`config.mk`:
```
export PLATFORM = sky130hd
export DESIGN_NAME = traffic_light_monitor
export DESIGN_NICKNAME = d
export VERILOG_FILES = /design/src/rtl/traffic_light_monitor.sv
export SDC_FILE = /design/constraint.sdc
export NUM_CORES = 1
export LEC_CHECK = 0
export ABC_AREA = 1
export BUFFER_PORTS_ARGS = -buffer_cell sky130_fd_sc_hd__buf_2
export CORE_MARGIN = 2
export CORE_UTILIZATION = 50
export CTS_CLUSTER_SIZE = 25
export DETAILED_ROUTE_END_ITERATION = 8
export HOLD_SLACK_MARGIN = 0.08
export PLACE_DENSITY = 0.72
export SLEW_MARGIN = 10
export SYNTH_ARGS = -nofsm -noshare
export SYNTH_HDL_FRONTEND = slang
export SYNTH_SLANG_ARGS = --single-unit
```
`constraint.sdc`:
```
create_clock -name clk -period 2.28 [get_ports clk]
set_input_delay 0.114 -clock clk [delete_from_list [all_inputs] [get_ports clk]]
set_output_delay 0.114 -clock clk [all_outputs]
set_load 0.01 [all_outputs]
```
`src/rtl/traffic_light_monitor.sv`:
```
// Lamp-drive checker: decodes red/yellow/green into a phase, times each phase and latches the first fault.
// Optional macro TLM_CYCLE_COUNT_EN adds a cycle_count output counting YELLOW->RED transitions in RUN.
module traffic_light_monitor #(
   parameter int MIN_RED    = 4,
   parameter int MIN_GREEN  = 4,
   parameter int MIN_YELLOW = 2,
   parameter int MAX_PHASE  = 31
) (
   input  logic       clk,
   input  logic       reset_n,
   input  logic       enable,
   input  logic       clear,
   input  logic       red,
   input  logic       yellow,
   input  logic       green,
   output logic [1:0] phase,
   output logic [4:0] phase_time,
   output logic       locked,
   output logic       fault,
`ifdef TLM_CYCLE_COUNT_EN
   output logic [7:0] cycle_count,
`endif
   output logic [2:0] fault_code
);

   typedef enum logic [1:0] {S_SYNC, S_RUN, S_FAULT} state_e;

   localparam logic [1:0] PH_DARK   = 2'b00;
   localparam logic [1:0] PH_RED    = 2'b01;
   localparam logic [1:0] PH_GREEN  = 2'b10;
   localparam logic [1:0] PH_YELLOW = 2'b11;

   localparam logic [2:0] FC_NONE  = 3'd0;
   localparam logic [2:0] FC_MULTI = 3'd1;
   localparam logic [2:0] FC_SEQ   = 3'd2;
   localparam logic [2:0] FC_SHORT = 3'd3;
   localparam logic [2:0] FC_LONG  = 3'd4;
   localparam logic [2:0] FC_DARK  = 3'd5;

   localparam logic [4:0] MIN_RED_T    = 5'(MIN_RED);
   localparam logic [4:0] MIN_GREEN_T  = 5'(MIN_GREEN);
   localparam logic [4:0] MIN_YELLOW_T = 5'(MIN_YELLOW);
   localparam logic [4:0] MAX_PHASE_T  = 5'(MAX_PHASE);

   logic [2:0] lamps_q, lamps_d;
   logic       en_q, en_d;
   logic [1:0] phase_q, phase_d;
   logic [4:0] phase_time_q, phase_time_d;
   state_e     state_q, state_d;
   logic       fault_q, fault_d;
   logic [2:0] fault_code_q, fault_code_d;
`ifdef TLM_CYCLE_COUNT_EN
   logic [7:0] cycle_count_q, cycle_count_d;
`endif

   logic [1:0] dec_phase;
   logic       multi;
   logic       chg;
   logic       legal;
   logic       resume;
   logic [4:0] min_time;
   logic [2:0] det;

   // A MULTI pattern carries no phase information, so the decoded phase holds.
   always_comb begin
      multi     = 1'b0;
      dec_phase = phase_q;
      case (lamps_q)
         3'b000:  dec_phase = PH_DARK;
         3'b100:  dec_phase = PH_RED;
         3'b010:  dec_phase = PH_YELLOW;
         3'b001:  dec_phase = PH_GREEN;
         default: multi     = 1'b1;
      endcase
      chg    = !multi && (dec_phase != phase_q);
      legal  = (phase_q == PH_RED    && dec_phase == PH_GREEN)  ||
               (phase_q == PH_GREEN  && dec_phase == PH_YELLOW) ||
               (phase_q == PH_YELLOW && dec_phase == PH_RED);
      resume = enable && !en_q;
      case (phase_q)
         PH_RED:    min_time = MIN_RED_T;
         PH_GREEN:  min_time = MIN_GREEN_T;
         PH_YELLOW: min_time = MIN_YELLOW_T;
         default:   min_time = 5'd0;
      endcase
   end

   always_comb begin
      lamps_d      = lamps_q;
      en_d         = enable;
      phase_d      = phase_q;
      phase_time_d = phase_time_q;
      state_d      = state_q;
      fault_d      = fault_q;
      fault_code_d = fault_code_q;
      det          = FC_NONE;
`ifdef TLM_CYCLE_COUNT_EN
      cycle_count_d = cycle_count_q;
`endif
      if (enable) begin
         lamps_d = {red, yellow, green};
         phase_d = dec_phase;
         if (resume || chg)
            phase_time_d = 5'd1;
         else if (phase_time_q != 5'd31)
            phase_time_d = phase_time_q + 5'd1;

         if (resume) begin
            if (state_q != S_FAULT)
               state_d = S_SYNC;
         end else begin
            // Priority chain encodes MULTI > DARK > SEQ > SHORT > LONG.
            if (state_q != S_FAULT) begin
               if (multi)
                  det = FC_MULTI;
               else if (state_q == S_RUN) begin
                  if (dec_phase == PH_DARK)
                     det = FC_DARK;
                  else if (chg && !legal)
                     det = FC_SEQ;
                  else if (chg && (phase_time_q < min_time))
                     det = FC_SHORT;
                  else if (!chg && (phase_time_d == MAX_PHASE_T))
                     det = FC_LONG;
               end
            end
            if (det != FC_NONE) begin
               state_d      = S_FAULT;
               fault_d      = 1'b1;
               fault_code_d = det;
            end else if (state_q == S_SYNC && chg &&
                         phase_q == PH_RED && dec_phase == PH_GREEN) begin
               state_d = S_RUN;
            end
`ifdef TLM_CYCLE_COUNT_EN
            if (state_q == S_RUN && chg && phase_q == PH_YELLOW && dec_phase == PH_RED)
               cycle_count_d = cycle_count_q + 8'd1;
`endif
         end
      end

      if (clear) begin
         state_d      = S_SYNC;
         fault_d      = 1'b0;
         fault_code_d = FC_NONE;
`ifdef TLM_CYCLE_COUNT_EN
         cycle_count_d = 8'd0;
`endif
      end
   end

   always_ff @(posedge clk or negedge reset_n) begin
      if (!reset_n) begin
         lamps_q      <= 3'b000;
         en_q         <= 1'b1;
         phase_q      <= PH_DARK;
         phase_time_q <= 5'd0;
         state_q      <= S_SYNC;
         fault_q      <= 1'b0;
         fault_code_q <= FC_NONE;
`ifdef TLM_CYCLE_COUNT_EN
         cycle_count_q <= 8'd0;
`endif
      end else begin
         lamps_q      <= lamps_d;
         en_q         <= en_d;
         phase_q      <= phase_d;
         phase_time_q <= phase_time_d;
         state_q      <= state_d;
         fault_q      <= fault_d;
         fault_code_q <= fault_code_d;
`ifdef TLM_CYCLE_COUNT_EN
         cycle_count_q <= cycle_count_d;
`endif
      end
   end

   assign phase      = phase_q;
   assign phase_time = phase_time_q;
   assign locked     = (state_q == S_RUN);
   assign fault      = fault_q;
   assign fault_code = fault_code_q;
`ifdef TLM_CYCLE_COUNT_EN
   assign cycle_count = cycle_count_q;
`endif

endmodule

```
# ---- After elaboration in Yosys (flattened, before gate mapping)
# Cells that the tools add are included.
# Widths: inputs -> output; s select.
dict set report totals {
  out_inout_bits 12
  inputBits 7
  rom_bits 0
  register_bits 17
  word_cells 81
  mem_bits_rw 0
  latchBits 0
  n_memories 0
}
dict set report classes {
  add_sub_neg 1
  reduce_logical 28
  magnitude_cmp 1
  mux 28
  eq_ne 16
  div_mod_pow 0
  shifts 0
  n_bitwise 0
  multipliers 0
}
# cell n
set ops {}
lappend ops {{$mux 3} 13}
lappend ops {{$mux 5} 3}
lappend ops {{$mux 2} 6}
lappend ops {{$logic_and 1x1->1} 11}
lappend ops {{$eq 2x2->1 const B} 4}
lappend ops {{$pmux 2 s4} 1}
lappend ops {{$eq 2x1->1 const B} 3}
lappend ops {{$pmux 3 s2} 1}
lappend ops {{$reduce_and 3->1} 2}
lappend ops {{$add 5x1->5 const B} 1}
lappend ops {{$eq 5x5->1 const B} 1}
lappend ops {{$lt 5x5->1} 1}
lappend ops {{$ne 5x5->1 const B} 1}
lappend ops {{$logic_not 2->1} 2}
lappend ops {{$mux 1} 4}
lappend ops {{$ne 2x2->1 const B} 2}
lappend ops {{$reduce_bool 2->1} 2}
lappend ops {{$reduce_bool 4->1} 1}
lappend ops {{$reduce_or 4->1} 1}
lappend ops {{$eq 3x1->1 const B} 1}
lappend ops {{$eq 3x2->1 const B} 1}
lappend ops {{$eq 3x3->1 const B} 1}
lappend ops {{$logic_not 1->1} 3}
lappend ops {{$logic_not 3->1} 1}
lappend ops {{5 further kinds} 7}

# ---- Longest topological paths before layout
# Gate-level depths: netlist of the first run.
dict set report logic_depth {
  ltp_word 23
  mapped_depth 18
  depth_no_buf 18
}

# ---- Worst setup path after synthesis of the first run
# OpenSTA, ideal clock, no wires.
dict set report synth_timing {
  path_type {register -> register}
  startpoint {register phase_q[0] (netlist: phase[0])}
  endpoint {register fault_code_q[1] (netlist: fault_code[1])}
  required_time_ps 2162
  setup_time_ps 118
  arrival_time_ps 2079
  slack_ps 84
  n_path_buf 0
  synth_period_minus_slack_ps 2196
  stages_incl_launch_ff 18
  cell_sequence {dfrtp_1 > inv_1 > ha_1 > ha_1 > a21oi_1 > nand3_1 > nor2_1 > nand3_1 > nand2_1 > nand2_1 > nand2_1 > nand2_2 > nand2_2 > nand3_2 > nand2_4 > inv_4 > nand2_1 > nand2_1}
}
dict set report synth_via {
  elab_chain_cells 20
  word_cells_on_any_way 43
  classes_between {order compare: 1; eq/ne: 8; mux: 17; reduce/logical: 17}
}
# element line_no
set synth_rtl {}
lappend synth_rtl {{start, declared} 47} ;# logic [1:0] phase_q, phase_d;
lappend synth_rtl {{start signal, assigned} 167} ;# phase_q <= phase_d;
lappend synth_rtl {{$pmux 2 s4} 68} ;# case (lamps_q)
lappend synth_rtl {{$ne 2x2->1} 75} ;# chg = !multi && (dec_phase != phase_q);
lappend synth_rtl {{$logic_and 1x1->1} 75}
lappend synth_rtl {{$logic_or 1x1->1} 103} ;# if (resume || chg)
lappend synth_rtl {{$mux 5} 103}
lappend synth_rtl {{$mux 5} 100} ;# if (enable) begin
lappend synth_rtl {{$eq 5x5->1} 123} ;# else if (!chg && (phase_time_d == MAX_PHASE_T))
lappend synth_rtl {{$logic_and 1x1->1} 123}
lappend synth_rtl {{(+4 left out)} n/a}
lappend synth_rtl {{$mux 3 (*)} 116} ;# else if (state_q == S_RUN) begin
lappend synth_rtl {{$mux 3 (*)} 114} ;# if (multi)
lappend synth_rtl {{$mux 3 (*)} 113} ;# if (state_q != S_FAULT) begin
lappend synth_rtl {{$mux 3 (*)} 108} ;# if (resume) begin
lappend synth_rtl {{$mux 3 (*)} 100}
lappend synth_rtl {{$reduce_bool 3->1} 127} ;# if (det != FC_NONE) begin
lappend synth_rtl {{$reduce_bool 2->1 (no source line)} n/a}
lappend synth_rtl {{$reduce_and 3->1 (no source line)} n/a}
lappend synth_rtl {{end signal, assigned} 171} ;# fault_code_q <= fault_code_d;
lappend synth_rtl {{end, declared} 51} ;# logic [2:0] fault_code_q, fault_code_d;
# Every way passes the cells marked *; elsewhere a longest branch is shown, timed or not. The select of a mux whose other input is x is not followed.
# A chain may end at the register's enable or synchronous reset.

# ---- Final worst setup path of the first run
dict set report layout_timing {
  startpoint {register phase_q[0] (netlist: phase[0])}
  endpoint {register fault_code_q[0] (netlist: fault_code[0])}
}
# The elaborated chain is that of the path after synthesis.

==> results of run 1 <==
==> cell type report <==
cell class | count | area [um2]
sequential | 17 | 427
timing repair buffer | 26 | 163
clock buffer | 4 | 26.3
tap | 28 | 35.0
inverter | 24 | 92.6
multi-input combinational | 119 | 684
fill | 203 | 785
==> final timing paths <==
check	startpoint	end	cells past startpoint
min in group asynchronous	reset_n	phase_time[4]	2
max in group asynchronous	reset_n	en_q	2
max	phase[0]	fault_code[0]	17
min reg2reg	fault	fault	2
min	clear	state_q[0]	4
max reg2reg	phase[0]	fault_code[0]	17
==> cells by family after synthesis <==
logic type      count (synthesis)
simple gates                   96
buf+inv                        25
flops                          17
compound gates                 16
fa+ha+maj                       6
xor+xnor                        1
==> repair_timing <==
action                                 in CTS  in global routing
resized for setup                           0                  7
setup endpoints to repair                   0                  6
hold buffers                                5                  0
setup buffers                               0                  1
endpoints found under the hold margin      21                  0
==> worst min-delay path, stage by stage <==
cell and delay [ns]:
buf_2 0.11, nor2_1 0.05, nand4_1 0.06, nand2_1 0.04
==> synthesized netlist by cell type (all sizes together) <==
cell type	n	area, um2
inv	23	88.8
nand4	4	40.0
clkbuf	1	3.75
o22ai	3	18.8
dfstp	1	26.3
clkinv	1	3.75
dfrtp	16	400
o21ai	9	52.6
xnor2	1	8.76
a21oi	4	23.8
nand3	22	120
nor2	14	55.1
nor3	1	5.00
nand2	55	246
ha	6	75.1
==> state kept, by name (all words and copies together) (netlist names) <==
name	cells
phase	2
state_q	2
lamps_q	3
fault_code	3
phase_time	5
en_q	1
fault	1
==> per-layer routing <==
| metal | track usage | wire [um] | vias to the layer above |
|---|---|---|---|
| met5 | 0 | 0 | - |
| met4 | 0.0983 | 28 | 0 |
| met3 | 0.0171 | 79 | 4 |
| met2 | 0.358 | 1290 | 16 |
| met1 | 0.309 | 1250 | 509 |
| li1 | - | - | 576 |
==> power by group <==
group	internal, mW	switching, mW	leakage [nW]
clock	0.0679	0.0913	0.0150
combinational	0.158	0.239	0.541
sequential	0.337	0.0391	0.214
==> stage by stage <==
stage / total power [mW] / TNS [ns] / instance area [um2] / setup slack, ns
2_1_floorplan: 0.628 / 0 / 1170 / 0.0838
3_3_place_gp: 0.715 / 0 / 1310 / 0.187
3_5_place_dp: 0.731 / 0 / 1310 / 0.0897
4_1_cts: 0.894 / 0 / 1380 / 0.0860
5_1_grt: 1.01 / -0.0407 / 1430 / -0.0204
6_report: 0.931 / 0 / 1430 / 0.209
==> qor.yml, run 1 <==
sta:
  max_freq_mhz: 483
  slew_headroom: 0.741
  holdWs_ns: 0.122
  tightest_slew_ns: 0.389
  min_period_ns: 2.07
  period_share: 0.908
  slew_violations: 0
  setup_viol: 0
  fin_worst_skew_ns: 0.00418
  hold_viol: 0
synth:
  yosysWarnings: 0
  syn_area_mm2: 0.00117
  synth-seq-cells: 17
  syn_area_per_cell_um2: 7.26
  synthXorXnorAreaFrac: 0.00749
  ys_types: 25
  synth_top_family_by_area: "simple AND/OR/NAND/NOR gates"
  synth_compound_area_frac: 0.0814
  ys_seq_area_frac: 0.365
  synth-adder-area-share: 0.0642
  syn_inst: 161
  yosys.area_share.simple: 0.399
  synth_fp_nets: 174
  synth_mux_area_frac: 0
layout:
  utilization: 0.645
  final_common_cell: "nand2_1"
  nets: 204
  area_delta_synth_final_pct: 22.2
  n_antenna_cell: 0
  layout.cells.non_filler: 218
  drive_above_1_share: 0.295
  final_cell_mix: "nand2_1 (44), nand3_1 (19), buf_2 (18)"
floorplan:
  dieArea_mm2: 0.00274
  core_area_mm2: 0.00221
  top_level_ports: 19
  initial_core_util: 0.528
  num_rows: 17
  die_w_um: 52.3
  fp.dieH_um: 52.3
critical_path:
  cpLargestDelayFamily: "simple AND/OR/NAND/NOR gates"
  endpoint_kind: "register"
  cp_data_required_time_ns: 2.47
  start_kind: "register"
  slowest_stage: "dfrtp_1"
  cp_num_buf_inv: 2
  r2r_slack_ns: 0.21
  worst_ep_arrival_time_ns: 2.26
  cpMostUsedCell: "nand2_1"
  setup.worst_path.class: "reg2reg"
  cp_cell_sequence: "inv_2 > ha_4 > ha_4 > a21oi_2 > nand3_2 > nor2_2 > nand3_1 > nand2_1 > nand2_1 > nand2_1 > nand2_2 > nand2_2 > nand3_2 > nand2_4 > inv_4 > nand2_1 > nand2_1"
  path_max_fanout: 5
  slowest_delay_ns: 0.40
detailed_routing:
  drtPass1Iterations: 4
  vias_per_cell: 5.07
  vias: 1105
  drtAntennaViolNets: 0
  drc_errors: 0
  post_drt_wl_per_cell_um: 12.2
  initialDrtViolationCount: 17
  wl_um: 2650
global_route:
  gr-total-overflow: 0
  grt_max_degree: 18
  grt_pass1_vias: 1093
  antenna_found_initial: 0
  grt_first_pass_wirelength_um: 4570
  grt_use_total: 0.224
power:
  ir_drop_mv: 0.443
  powerDensity_mw_per_mm2: 652
  leakage_nw: 0.770
clocking:
  numClockSinks: 17
  htreeDepth: 1
  cts_tree: "built"
  clk_latency_ns: 0.29
  clk_path_buf_depth: 2
  clk_pin_slew_ns: 0.10
  cts_buffers: 3
  cts_root_buf: "clkbuf_4"
hold_path:
  worstHoldPathType: "in2reg"
place:
  io_buffers: 18
  dp_hpwl_um: 1960
  gp_congestion: 0.768
  placed_cells: 208
run_status:
  status: "finished, final reports clean"
flow_run:
  max-cap-violations: 0
No activity file was read; power rests on OpenSTA's default activity.
==> run 2, diff against run 1 <==
==> constraint.sdc (replaced) <==
create_clock -name clk -period 2.3 [get_ports clk]
set_input_delay 0.115 -clock clk [delete_from_list [all_inputs] [get_ports clk]]
set_output_delay 0.115 -clock clk [all_outputs]
set_load 0.01 [all_outputs]
==> run 2 against run 1 <==
Against the previous run:
- worst hold slack gained 0.0035 ns
- power shrank 1.9%
- first-iteration DRC count grew 76%
- fmax grew 0.16%
- clock skew shrank 0.0016 ns
- sequential share of layout area grew 0.21 points
- clock-buffer cell count is the same
- core utilization shrank 0.45 points
- final cell count is the same
- combinational power shrank 3%
- cell area shrank 0.70%
- clock power is essentially flat
- critical path type unchanged
==> qor.yml, run 2 (synthesized netlist as in run 1, its figures left out) <==
clocking:
  cts_root_buf: "clkbuf_4"
  clk_path_buf_depth: 2  # unchanged
  cts_buffers: 3  # unchanged
  numClockSinks: 17  # unchanged
  clk_latency_ns: 0.28  # about the same
  htreeDepth: 1  # unchanged
  clk_pin_slew_ns: 0.10  # about the same
  cts_tree: "built"
floorplan:
  dieArea_mm2: 0.00274  # unchanged
  top_level_ports: 19  # unchanged
  fp.dieH_um: 52.3  # unchanged
  core_area_mm2: 0.00221  # unchanged
  die_w_um: 52.3  # unchanged
  num_rows: 17  # unchanged
  initial_core_util: 0.528  # unchanged
sta:
  setup_viol: 0  # unchanged
  hold_viol: 0  # unchanged
  tightest_slew_ns: 0.378  # -0.0102 ns
  fin_worst_skew_ns: 0.00253  # -0.00164 ns
  slew_violations: 0  # unchanged
  setup_ws_ns: 0.232  # +0.0234 ns
  min_period_ns: 2.07  # -0.00336 ns
  slew_headroom: 0.748  # +0.00680
  max_freq_mhz: 484  # +0.16%
  tns_ns: 0  # unchanged
  rsz0062_at_grt: "false"
  period_share: 0.899  # -0.00936
detailed_routing:
  dr_wl_met2_um: 1250  # -3.3%
  drtPass1Iterations: 4  # unchanged
  wl_met3_um: 86  # +8.9%
  initialDrtViolationCount: 30  # +13
  post_drt_wl_per_cell_um: 11.9  # -2.3%
  vias: 1113  # +0.72%
  wl_um: 2590  # -2.3%
  routed.top_layer: "met4"
  drtAntennaViolNets: 0  # unchanged
  vias_per_cell: 5.11  # +0.72%
  drc_errors: 0  # unchanged
  wl_met1_um: 1230  # -1.8%
layout:
  multi_input_area_um2: 674  # -1.5%
  num-fill-cells: 201  # -0.99%
  area_delta_synth_final_pct: 21.3
  regArea_um2: 427  # unchanged
  n_antenna_cell: 0  # unchanged
  nets: 204  # unchanged
  largest_reg_flops: 5  # unchanged
  final_cell_mix: "nand2_1 (45), nand3_1 (20), buf_2 (18)"
  drive_above_1_share: 0.279  # -0.0158
  final_common_cell: "nand2_1"
critical_path:
  endpoint_kind: "register"
  setup.worst_path.class: "reg2reg"
  r2r_slack_ns: 0.23  # +0.02 ns
  start_kind: "register"
  worst_ep_arrival_time_ns: 2.25  # about the same
  path_max_fanout: 5  # unchanged
  cp_data_required_time_ns: 2.48  # about the same
global_route:
  antenna_found_initial: 0  # unchanged
  grt_first_pass_wirelength_um: 4340  # -5.1%
  grt_max_degree: 18  # unchanged
  grt_pass1_vias: 998  # -8.7%
  grt_use_total: 0.213  # -0.0106
  gr-total-overflow: 0  # unchanged
flow_run:
  max-cap-violations: 0  # unchanged
place:
  dp_hpwl_um: 1940  # -1.0%
  place_ws_ns: 0.126  # +0.0366 ns
  io_buffers: 18  # unchanged
  gp_congestion: 0.768  # unchanged
power:
  fin_total_pwr_mw: 0.914  # -1.9%
  leakage_nw: 0.765  # -0.64%
  powerDensity_mw_per_mm2: 645  # -1.2%
  ir_drop_mv: 0.471  # +6.4%
run_status:
  status: "finished, final reports clean"
hold_path:
  worstHoldPathType: "in2reg"
run 2: layout make-up:
class / count / area share
clock buffers: 4 / 0.0185
inverters: 24 / 0.0653
multi-input cells: 119 / 0.476
flip-flops and latches: 17 / 0.301
well taps: 28 / 0.0247
repair buffers: 26 / 0.115
run 2: stage by stage:
step	hold slack (ns)	cell area [um2]	util	std cells
2_1_floorplan	-0.181	1170	-	161
3_3_place_gp	0.0486	1310	0.590	208
4_1_cts	0.125	1380	0.624	217
5_1_grt	0.172	1420	0.641	218
3_5_place_dp	0.0619	1310	0.590	208
6_report	0.125	1420	0.641	218
run 2: repair_timing:
| action | in CTS | in global routing |
|---|---|---|
| buffers inserted | 0 | 1 |
| hold endpoints to repair | 21 | 0 |
| setup endpoints to repair | 0 | 6 |
| hold buffers | 5 | 0 |
| resized for setup | 0 | 4 |
run 2: path summary, 6_finish.rpt:
kind                           from       endpoint  cells past startpoint
max                        phase[0]  fault_code[1]                     17
min                           clear     state_q[0]                      4
max reg2reg                phase[0]  fault_code[1]                     17
min reg2reg                   fault          fault                      2
max in group asynchronous   reset_n           en_q                      2
min in group asynchronous   reset_n  phase_time[0]                      2
run 2: metal layers:
| layer | vias to the layer above | track usage |
|---|---|---|
| li1 | 579 | - |
| met1 | 507 | 0.286 |
| met2 | 23 | 0.358 |
| met3 | 4 | 0.0257 |
| met4 | 0 | 0.0641 |
| met5 | - | 0 |
run 2: power by group:
| group | switching (mW) | total, mW | internal, mW |
|---|---|---|---|
| logic | 0.231 | 0.385 | 0.154 |
| clock network | 0.0901 | 0.157 | 0.0673 |
| registers | 0.0376 | 0.371 | 0.334 |
run 2: critical path, cell delays in order (launching register included):
cell,delay (ns)
dfrtp_1,0.40
inv_2,0.08
ha_4,0.21
ha_4,0.23
a21oi_2,0.11
nand3_1,0.10
nor2_1,0.10
nand3_1,0.08
nand2_1,0.06
nand2_1,0.05
nand2_1,0.07
nand2_2,0.08
nand2_2,0.07
nand3_2,0.07
nand2_4,0.11
inv_4,0.04
nand2_1,0.05
nand2_1,0.05
